===== src/rtl/ls_counter_pkg.sv =====
// Shared helpers for the counter bank: parameter legality and counter width.
package ls_counter_pkg;

  // Smallest register width able to hold every count of a given modulus.
  function automatic int cnt_width(input int modulus);
    return (modulus > 1) ? $clog2(modulus) : 1;
  endfunction

  function automatic bit modulus_ok(input int width, input int modulus);
    return (modulus >= 2) && (width >= 1) && (width <= 16) &&
           (cnt_width(modulus) <= width);
  endfunction

endpackage


===== src/rtl/ls_counter_chan.sv =====
// One counter channel: falling-edge detector on a, CLR > LOAD > increment
// priority, registered terminal-count pulse.
module ls_counter_chan
  import ls_counter_pkg::*;
#(
  parameter int WIDTH   = 4,
  parameter int MODULUS = 16
) (
  input  logic             clk,
  input  logic             rst_n,
  input  logic             a,
  input  logic             clr,
  input  logic             load,
  input  logic [WIDTH-1:0] d,
  input  logic             inc_in,
  output logic             fall_out,
  output logic [WIDTH-1:0] q,
  output logic             tc,
  output logic             wrap_out
);

  localparam logic [WIDTH-1:0] TOP = WIDTH'(MODULUS - 1);

  logic a_prev;
  logic at_top;

  // >= rather than == so a loaded value beyond the modulus still wraps to 0.
  assign at_top   = (q >= TOP);
  assign fall_out = a_prev & ~a;
  assign wrap_out = inc_in & at_top & ~clr & ~load;

  always_ff @(posedge clk or negedge rst_n) begin
    if (!rst_n) begin
      a_prev <= 1'b0;
      q      <= '0;
      tc     <= 1'b0;
    end else begin
      a_prev <= a;
      tc     <= wrap_out;
      if (clr) begin
        q <= '0;
      end else if (load) begin
        q <= d;
      end else if (inc_in) begin
        q <= at_top ? '0 : q + 1'b1;
      end
    end
  end

endmodule


===== src/rtl/ls393_counter_bank.sv =====
// Bank of CH modulo-MODULUS counters; with CASCADE set, each channel above 0
// counts on the same-cycle wrap of the channel below it.
module ls393_counter_bank
  import ls_counter_pkg::*;
#(
  parameter int CH      = 2,
  parameter int WIDTH   = 4,
  parameter int MODULUS = 16,
  parameter int CASCADE = 0
) (
  input  logic                CLK,
  input  logic                _RST,
  input  logic [CH-1:0]       A,
  input  logic [CH-1:0]       CLR,
  input  logic [CH-1:0]       LOAD,
  input  logic [CH*WIDTH-1:0] D,
  output logic [CH*WIDTH-1:0] Q,
  output logic [CH-1:0]       TC
);

  if (!modulus_ok(WIDTH, MODULUS) || CH < 1) begin : g_bad_params
    $error("ls393_counter_bank: illegal CH/WIDTH/MODULUS combination");
  end

  for (genvar i = 0; i < CH; i++) begin : g_ch
    logic fall;
    logic inc;
    logic wrap;

    if (i == 0) begin : g_first
      assign inc = fall;
    end else begin : g_rest
      // Carry is combinational: a full chain wrap lands on a single edge.
      assign inc = (CASCADE != 0) ? g_ch[i-1].wrap : fall;
    end

    ls_counter_chan #(
      .WIDTH  (WIDTH),
      .MODULUS(MODULUS)
    ) u_chan (
      .clk     (CLK),
      .rst_n   (_RST),
      .a       (A[i]),
      .clr     (CLR[i]),
      .load    (LOAD[i]),
      .d       (D[i*WIDTH +: WIDTH]),
      .inc_in  (inc),
      .fall_out(fall),
      .q       (Q[i*WIDTH +: WIDTH]),
      .tc      (TC[i]),
      .wrap_out(wrap)
    );
  end

endmodule


===== config.mk =====
export PLATFORM = sky130hd
export DESIGN_NAME = ls393_counter_bank
export DESIGN_NICKNAME = d
export VERILOG_FILES = /design/src/rtl/ls_counter_pkg.sv /design/src/rtl/ls_counter_chan.sv /design/src/rtl/ls393_counter_bank.sv
export SDC_FILE = /design/constraint.sdc
export NUM_CORES = 1
export LEC_CHECK = 0
export CORE_MARGIN = 10
export CORE_UTILIZATION = 39
export CTS_CLUSTER_SIZE = 20
export DETAILED_ROUTE_END_ITERATION = 10
export GPL_ROUTABILITY_DRIVEN = 1
export PLACE_DENSITY = 0.75
export SLEW_MARGIN = 20
export SYNTH_ARGS = -nofsm -noshare
export SYNTH_HDL_FRONTEND = slang
export SYNTH_HIERARCHICAL = 1
export SYNTH_SLANG_ARGS = --single-unit

===== constraint.sdc =====
create_clock -name CLK -period 1.5 [get_ports CLK]
set_input_delay 0.225 -clock CLK [delete_from_list [all_inputs] [get_ports CLK]]
set_output_delay 0.225 -clock CLK [all_outputs]
set_load 0.02 [all_outputs]

==> Yosys cells after proc, flatten, opt, wreduce, memory -nomap -nowiden <==
Cells that the tools add are included.
{ "op_classes": {"n_addsub": 2, "magnitude_cmp": 2, "muxes": 8, "bitwise": 14, "n_reduce_logical": 2} }
{ "ops": {"columns": ["operator", "n"], "rows": [
  ["$mux W4", 8],
  ["$add A4 B1 Y4 const B", 2],
  ["$and A1 B1 Y1", 8],
  ["$ge A4 B4 Y1 const B", 2],
  ["$not A1 Y1", 6],
  ["$reduce_bool A3 Y1", 2]
]} }
{ "totals": {"ff_bits": 12, "out_inout_bits": 10, "word_cells": 34} }

==> Logic depth before layout (Yosys ltp) <==
Gate-level depths: netlist of the first run.
{ "logic_depth": {"depth_word": 5, "mapped_depth": 4, "mapped_depth_nobuf": 4} }

==> Cells and area by module <==
Netlist of the first run, hierarchy kept.
{ "modules_own_cells": {"columns": ["module", "n_inst", "cells_per_inst", "area_each_um2", "seq_area_each_um2"], "rows": [
  ["ls_counter_chan", 2, 31, 296.5, 150.1]
]} }

==> Worst setup path before layout of the first run <==
OpenSTA, ideal clock, no wires.
{ "synth_path": {"path_type": "reg2reg", "start": "reg g_ch[1].u_chan.a_prev", "end": "reg g_ch[1].u_chan.q[3]", "setup_time_ns": 0.099, "arrival_ns": 1.170, "required_ns": 1.401, "slack_ns": 0.230, "stages_incl_launch_ff": 5, "n_path_buf": 0, "synth_period_minus_slack_ns": 1.270, "path_cell_list": "dfrtp_1 nor2b_1 nand2_1 or3_1 a311oi_1"} }
{ "synth_via": {"elab_chain_cells": 2} }
{ "synth_lines": {"columns": ["item", "line_no", "source"], "rows": [
  ["from (decl)", "ls_counter_chan.sv:24", "logic a_prev;"],
  ["from (signal assigned)", "ls_counter_chan.sv:34", "a_prev <= 1'b0;"],
  ["from (signal assigned)", "ls_counter_chan.sv:38", "a_prev <= a;"],
  ["$and A1 B1 Y1", "ls_counter_chan.sv:29", "assign fall_out = a_prev & ~a;"],
  ["net g_ch[1].fall", "ls393_counter_bank.sv:26", "logic fall;"],
  ["$reduce_bool A3 Y1 (no source line)", null, null],
  ["to (signal assigned)", "ls_counter_chan.sv:45", "q <= at_top ? '0 : q + 1'b1;"],
  ["to (decl)", "ls_counter_chan.sv:17", "output logic [WIDTH-1:0] q,"]
]} }
The timed path passes the listed nets, and every way through them passes these cells.
A chain may end at the register's enable or synchronous reset.

==> Worst setup path in the final report of the first run <==
{ "layout_path": {"start": "reg g_ch[1].u_chan.tc", "end": "out TC[1]"} }
{ "layout_rtl": {"columns": ["item", "line_no", "source"], "rows": [
  ["from (decl)", "ls_counter_chan.sv:18", "output logic tc,"],
  ["from (signal assigned)", "ls_counter_chan.sv:39", "tc <= wrap_out;"],
  ["to (decl)", "ls393_counter_bank.sv:18", "output logic [CH-1:0] TC"]
]} }
No word-level cell between the ends.

==> results of run 1 <==
==> state kept, by name, summed over array words and instances, names as in the netlist <==
name / cells
g_ch.u_chan/a_prev: 2
g_ch.u_chan/tc: 2
g_ch.u_chan/q: 8
==> layer usage <==
metal / vias to the layer above / routed length (um) / GRT usage, %
met2: 12 / 850 / 17.0
met5: - / 0 / 0
met3: 2 / 72 / 3.43
li1: 284 / - / -
met4: 0 / 21 / 5.25
met1: 272 / 622 / 9.93
==> how the worst min path moves through the flow <==
stage	start	endpoint	slack, ps	cells past startpoint
detailed placement	g_ch[0].u_chan/q[3]	g_ch[0].u_chan/tc	580	2
finish	_RST	g_ch[0].u_chan/q[3]	300	1
CTS	_RST	g_ch[0].u_chan/q[0]	310	1
global placement	g_ch[1].u_chan/q[3]	g_ch[1].u_chan/tc	580	2
floorplan	_RST	g_ch[0].u_chan/a_prev	-70	0
global route	_RST	g_ch[0].u_chan/q[3]	320	1
==> through the flow <==
stage               setup slack, ps  util [%]
floorplan                       230         -
global placement              -65.4      59.7
detailed placement            -76.9      59.7
CTS                            51.6      61.5
global route                   21.4      61.5
finish                         77.4      61.5
==> what timing repair did <==
action | in CTS | in global routing
gates resized for setup | 8 | 0
endpoints found under the setup margin | 8 | 0
setup buffers | 0 | 0
==> power by group <==
part	switching, uW	total, uW	internal [uW]
sequential	19.0	360	341
combinational	71.0	148	76.6
clock	103	251	148
==> cell usage in the layout, fill, tap and decap left out, types with 3 or more instances in the layout <==
master           Yosys  layout
dlygate4sd2_1        0       8
nor2_1               4       4
nand2_1             10      10
inv_1                6       6
a21oi_1              6       6
clkbuf_4             0       3
clkdlybuf4s50_1      0      17
dfrtp_1             12      12
==> cells by family (layout without fill, tap and decap cells) <==
logic type	count (synthesis)	in the layout	synth area share (%)
multiplexers	2	2	3.80
AND/OR/NAND/NOR	24	24	19.4
buffers and inverters	6	37	3.80
flip-flops	12	12	50.6
adder cells (fa/ha/maj)	2	2	4.22
AO/OA/AOI/OAI	14	14	15.2
XOR/XNOR	2	2	2.95
==> cell type report <==
cell class | count | area (um^2) | share of cell area (%)
Sequential cell | 12 | 300 | 33.2
Inverter | 6 | 22.5 | 2.49
Tap cell | 16 | 20.0 | 2.21
Multi-Input combinational cell | 44 | 270 | 29.9
Clock buffer | 4 | 36.3 | 4.01
Timing Repair Buffer | 27 | 255 | 28.2
==> results.cfg, run 1 <==
[status]
status = completed

[timing]
whs_ps = 302
hold_viol_final = 0
max_clock_freq_mhz = 703
max-slew-margin-rel_pct = 63.8
post-route-min-period_ps = 1420
skew_ps = 1.92
tns_ps = 0
timing.final.crit_share_pct = 94.8
setup_viol = 0
rsz0062_at_grt = false
tightest_slew_ps = 541
slew_viol_final = 0

[logic_synthesis]
synth_nets = 80
synth_ff_type = dfrtp_1
synth-seq-cells = 12
synth_common_cells = dfrtp_1, nand2_1, a21oi_1, inv_1, nor2_1
synth.most_common_cell = dfrtp_1
yosysWarnings = 6
synthCells = 62
yosysTopAreaCell = dfrtp_1
synth_edf_count = 0
synth_area_per_cell_um2 = 9.57
yosysTopAreaCellShare_pct = 50.6
synthTopCellsByArea = dfrtp_1, nand2_1, a21oi_1
yosysUniqueCellTypes = 17
synth_seq_area_share_pct = 50.6
syn_area_um2 = 593
ys_async_sr_fraction_pct = 100

[grt]
grt_max_degree = 13
antenna_found_initial = 0
grt_pass1_vias = 582
grt_pass1_wl_um = 2680
grt-ovfl-total = 0
grt.total_usage_pct = 9.76

[floorplanning]
core_area_mm2 = 0.00147
dieHeight_um = 59.0
start_util_pct = 40.3
dieArea_mm2 = 0.00348
die_w_um = 59.0
num_rows = 14
num_io_pins = 26

[clock_network]
ctsHoldBuffers = 0
clock-root-buffer = clkbuf_4
htree_levels = 1
cts_made_buffers = 3
cts_tree = built
worstSkewPairLatency_ps = 270
clock_sinks = 12
clk_pin_slew_ps = 70
clock_path_buffers = 2

[worst_setup_path]
crit_fanout = 1
max_stage_delay_ps = 600
crit_slowest_cell = clkdlybuf4s50_1
rr_startpoint = g_ch[0].u_chan/q[0]
worst-path-stages = 1
worstPathArrival_ps = 1200
path_buf_inv = 1
reg2regPathDepth = 4
cp_cell_sequence = clkdlybuf4s50_1
rrSetupSlack_ps = 240
start_kind = flip-flop
endpoint_kind = output pin
cp_top_family = buffers and inverters
critical_path.startpoint = g_ch[1].u_chan/tc
crit_path_end = TC[1]
cp.required_ps = 1270
timing.rr.end = g_ch[0].u_chan/q[1]
crit_type = reg2out

[layout]
stdcell_area_um2 = 905
syn_to_final_growth_pct = 52.5
nFillCells = 134
num_antenna_cells = 0
final_nets = 112
drive_above_1_share_pct = 8.60
instances_no_fill = 109

[hold_path]
hp-class = in2async

[placement]
gp_congestion = 0.766
post_dp_cell_area_um2 = 878
port_buffers = 25
place_inst = 105
dp_hpwl_um = 1280

[flow_run]
cap_violations = 0

[drt]
drt_iter0_drc = 10
vias_per_cell = 5.23
drc = 0
ant_nets = 0
dr_total_vias = 570
routedWlPerCell_um = 14.4
dr.pass1.iters = 4
routed_wl_um = 1570

[pwr]
power_density_mw_per_mm2 = 838
power.leakage_uw = 0.000412
vdd_drop_max_mv = 0.595
power_uw = 758
Power figures use the tool's default switching activity.
==> run 2, diff against run 1 <==
SLEW_MARGIN = unset   (was 20)
clock period = 1.6 ns   (was 1.5 ns; I/O delays follow)
==> run 2 against run 1 <==
Die area unchanged; setup slack worse by 27 ps; wire length up 0.45%; register-to-register slack better by 90 ps; via count down 0.18%.
==> results.cfg, run 2 (same netlist as run 1, synthesis figures left out) <==
[worst_setup_path]
worst-path-stages = 1
rrSetupSlack_ps = 330
max_stage_delay_ps = 640
start_kind = flip-flop
endpoint_kind = output pin
critical_path.startpoint = g_ch[0].u_chan/q[2]
crit_type = reg2out
cp.required_ps = 1360
crit_fanout = 4
worstPathArrival_ps = 1310
reg2regPathDepth = 4
crit_path_end = Q[2]
timing.rr.end = g_ch[0].u_chan/q[1]
path_buf_inv = 1
cp_cell_sequence = clkdlybuf4s50_1
crit_slowest_cell = clkdlybuf4s50_1
rr_startpoint = g_ch[0].u_chan/q[0]
cp_top_family = buffers and inverters

[layout]
layout_common_cells = clkdlybuf4s50_1, dfrtp_1, nand2_1, inv_1, a21oi_1
syn_to_final_growth_pct = 54.6
largest_reg_flops = 8
largestRegisters = g_ch.u_chan/q x8, g_ch.u_chan/a_prev x2, g_ch.u_chan/tc x2
top_register = g_ch.u_chan/q
drive_above_1_share_pct = 8.60
final_nets = 112
num_antenna_cells = 0
final_common_cell = clkdlybuf4s50_1

[drt]
dr.pass1.iters = 4
routed_wl_um = 1570
drc = 0
routedWlPerCell_um = 14.4
drt_iter0_drc = 10
ant_nets = 0
dr_total_vias = 569
vias_per_cell = 5.22

[pwr]
p_int_uw = 536
p_comb_share_pct = 20.2
pwr-share-seq_pct = 47.0
power_uw = 718
pwr-share-clk_pct = 32.8
power_density_mw_per_mm2 = 783
p_sw_share_pct = 25.3
power.leakage_uw = 0.000423
p_switching_uw = 182
vdd_drop_max_mv = 0.562

[clock_network]
clock_sinks = 12
cts_tree = built
clock_path_buffers = 2
clock-root-buffer = clkbuf_4
ctsResizeCount = 2
cts_made_buffers = 3
clk_pin_slew_ps = 70
post_cts_buffers = 0
ctsHoldBuffers = 0
worstSkewPairLatency_ps = 270
htree_levels = 1

[timing]
max_clock_freq_mhz = 645
hold_viol_final = 0
timing.final.crit_share_pct = 96.8
setup_viol = 0
skew_ps = 1.92
tightest_slew_ps = 541
tns_ps = 0
slew_viol_final = 0
max-slew-margin-rel_pct = 63.8
rsz0062_at_grt = false
post-route-min-period_ps = 1550

[flow_run]
cap_violations = 0

[grt]
grt.total_usage_pct = 9.76
grt_max_degree = 13
grt-ovfl-total = 0
grt_pass1_wl_um = 2680
grt_pass1_vias = 583
antenna_found_initial = 0

[floorplanning]
die_w_um = 59.0
num_rows = 14
start_util_pct = 40.3
dieArea_mm2 = 0.00348
num_io_pins = 26
dieHeight_um = 59.0
core_area_mm2 = 0.00147

[status]
status = completed

[placement]
port_buffers = 25
gp_congestion = 0.766
dp_hpwl_um = 1280

[hold_path]
hp-class = in2async
==> run 2: changes by cell type in the layout (fill, tap and decap cells not counted) <==
cell,change
clkdlybuf4s50_1,+4
dlygate4sd2_1,-6
dlymetal6s2s_1,+2
==> run 2: how the worst min path moves through the flow <==
| stage | cells after the start | endpoint | start |
|---|---|---|---|
| final | 1 | g_ch[0].u_chan/q[3] | _RST |
| after global routing | 1 | g_ch[0].u_chan/q[3] | _RST |
| after CTS | 1 | g_ch[0].u_chan/q[0] | _RST |
| after detailed placement | 2 | g_ch[0].u_chan/tc | g_ch[0].u_chan/q[3] |
| after global placement | 2 | g_ch[1].u_chan/tc | g_ch[1].u_chan/q[3] |
| after floorplan | 0 | g_ch[0].u_chan/a_prev | _RST |
==> run 2: final cells by class <==
type | count | area (um^2)
flip-flops and latches | 12 | 300
repair buffers | 27 | 268
multi-input cells | 44 | 270
clock buffers | 4 | 36.3
fillers | 130 | 554
inverters | 6 | 22.5
well taps | 16 | 20.0
==> run 2: through the flow <==
stage	utilization, %	instances	setup WS, ps	cell area, um^2	hold slack, ps
2_1_floorplan	-	62	330	593	-55.6
3_3_place_gp	59.7	105	19.6	878	585
3_5_place_dp	59.7	105	8.06	878	583
4_1_cts	62.0	109	33.1	912	324
5_1_grt	62.3	109	1.86	917	339
6_report	62.3	109	50.7	917	317
==> run 2: metal layers <==
| layer | share of wire [%] | wire length [um] | GRT usage [%] |
|---|---|---|---|
| met5 | 0 | 0 | 0 |
| met4 | 1.3 | 21 | 5.25 |
| met3 | 4.6 | 72 | 3.43 |
| met2 | 54 | 853 | 17.0 |
| met1 | 40 | 626 | 9.93 |
==> run 2: power groups by stage <==
stage / logic, uW / clock network (uW) / registers [uW]
CTS: 147 / 245 / 337
global route: 159 / 258 / 341
floorplan: 41.7 / 0 / 357
detailed placement: 149 / 0 / 343
global placement: 146 / 0 / 343
finish: 145 / 235 / 338
==> run 3, diff against run 2 <==
GPL_ROUTABILITY_DRIVEN = unset   (was 1)
==> results of run 3 <==
The final DEF is identical to that of run 2; final timing and power are the same.
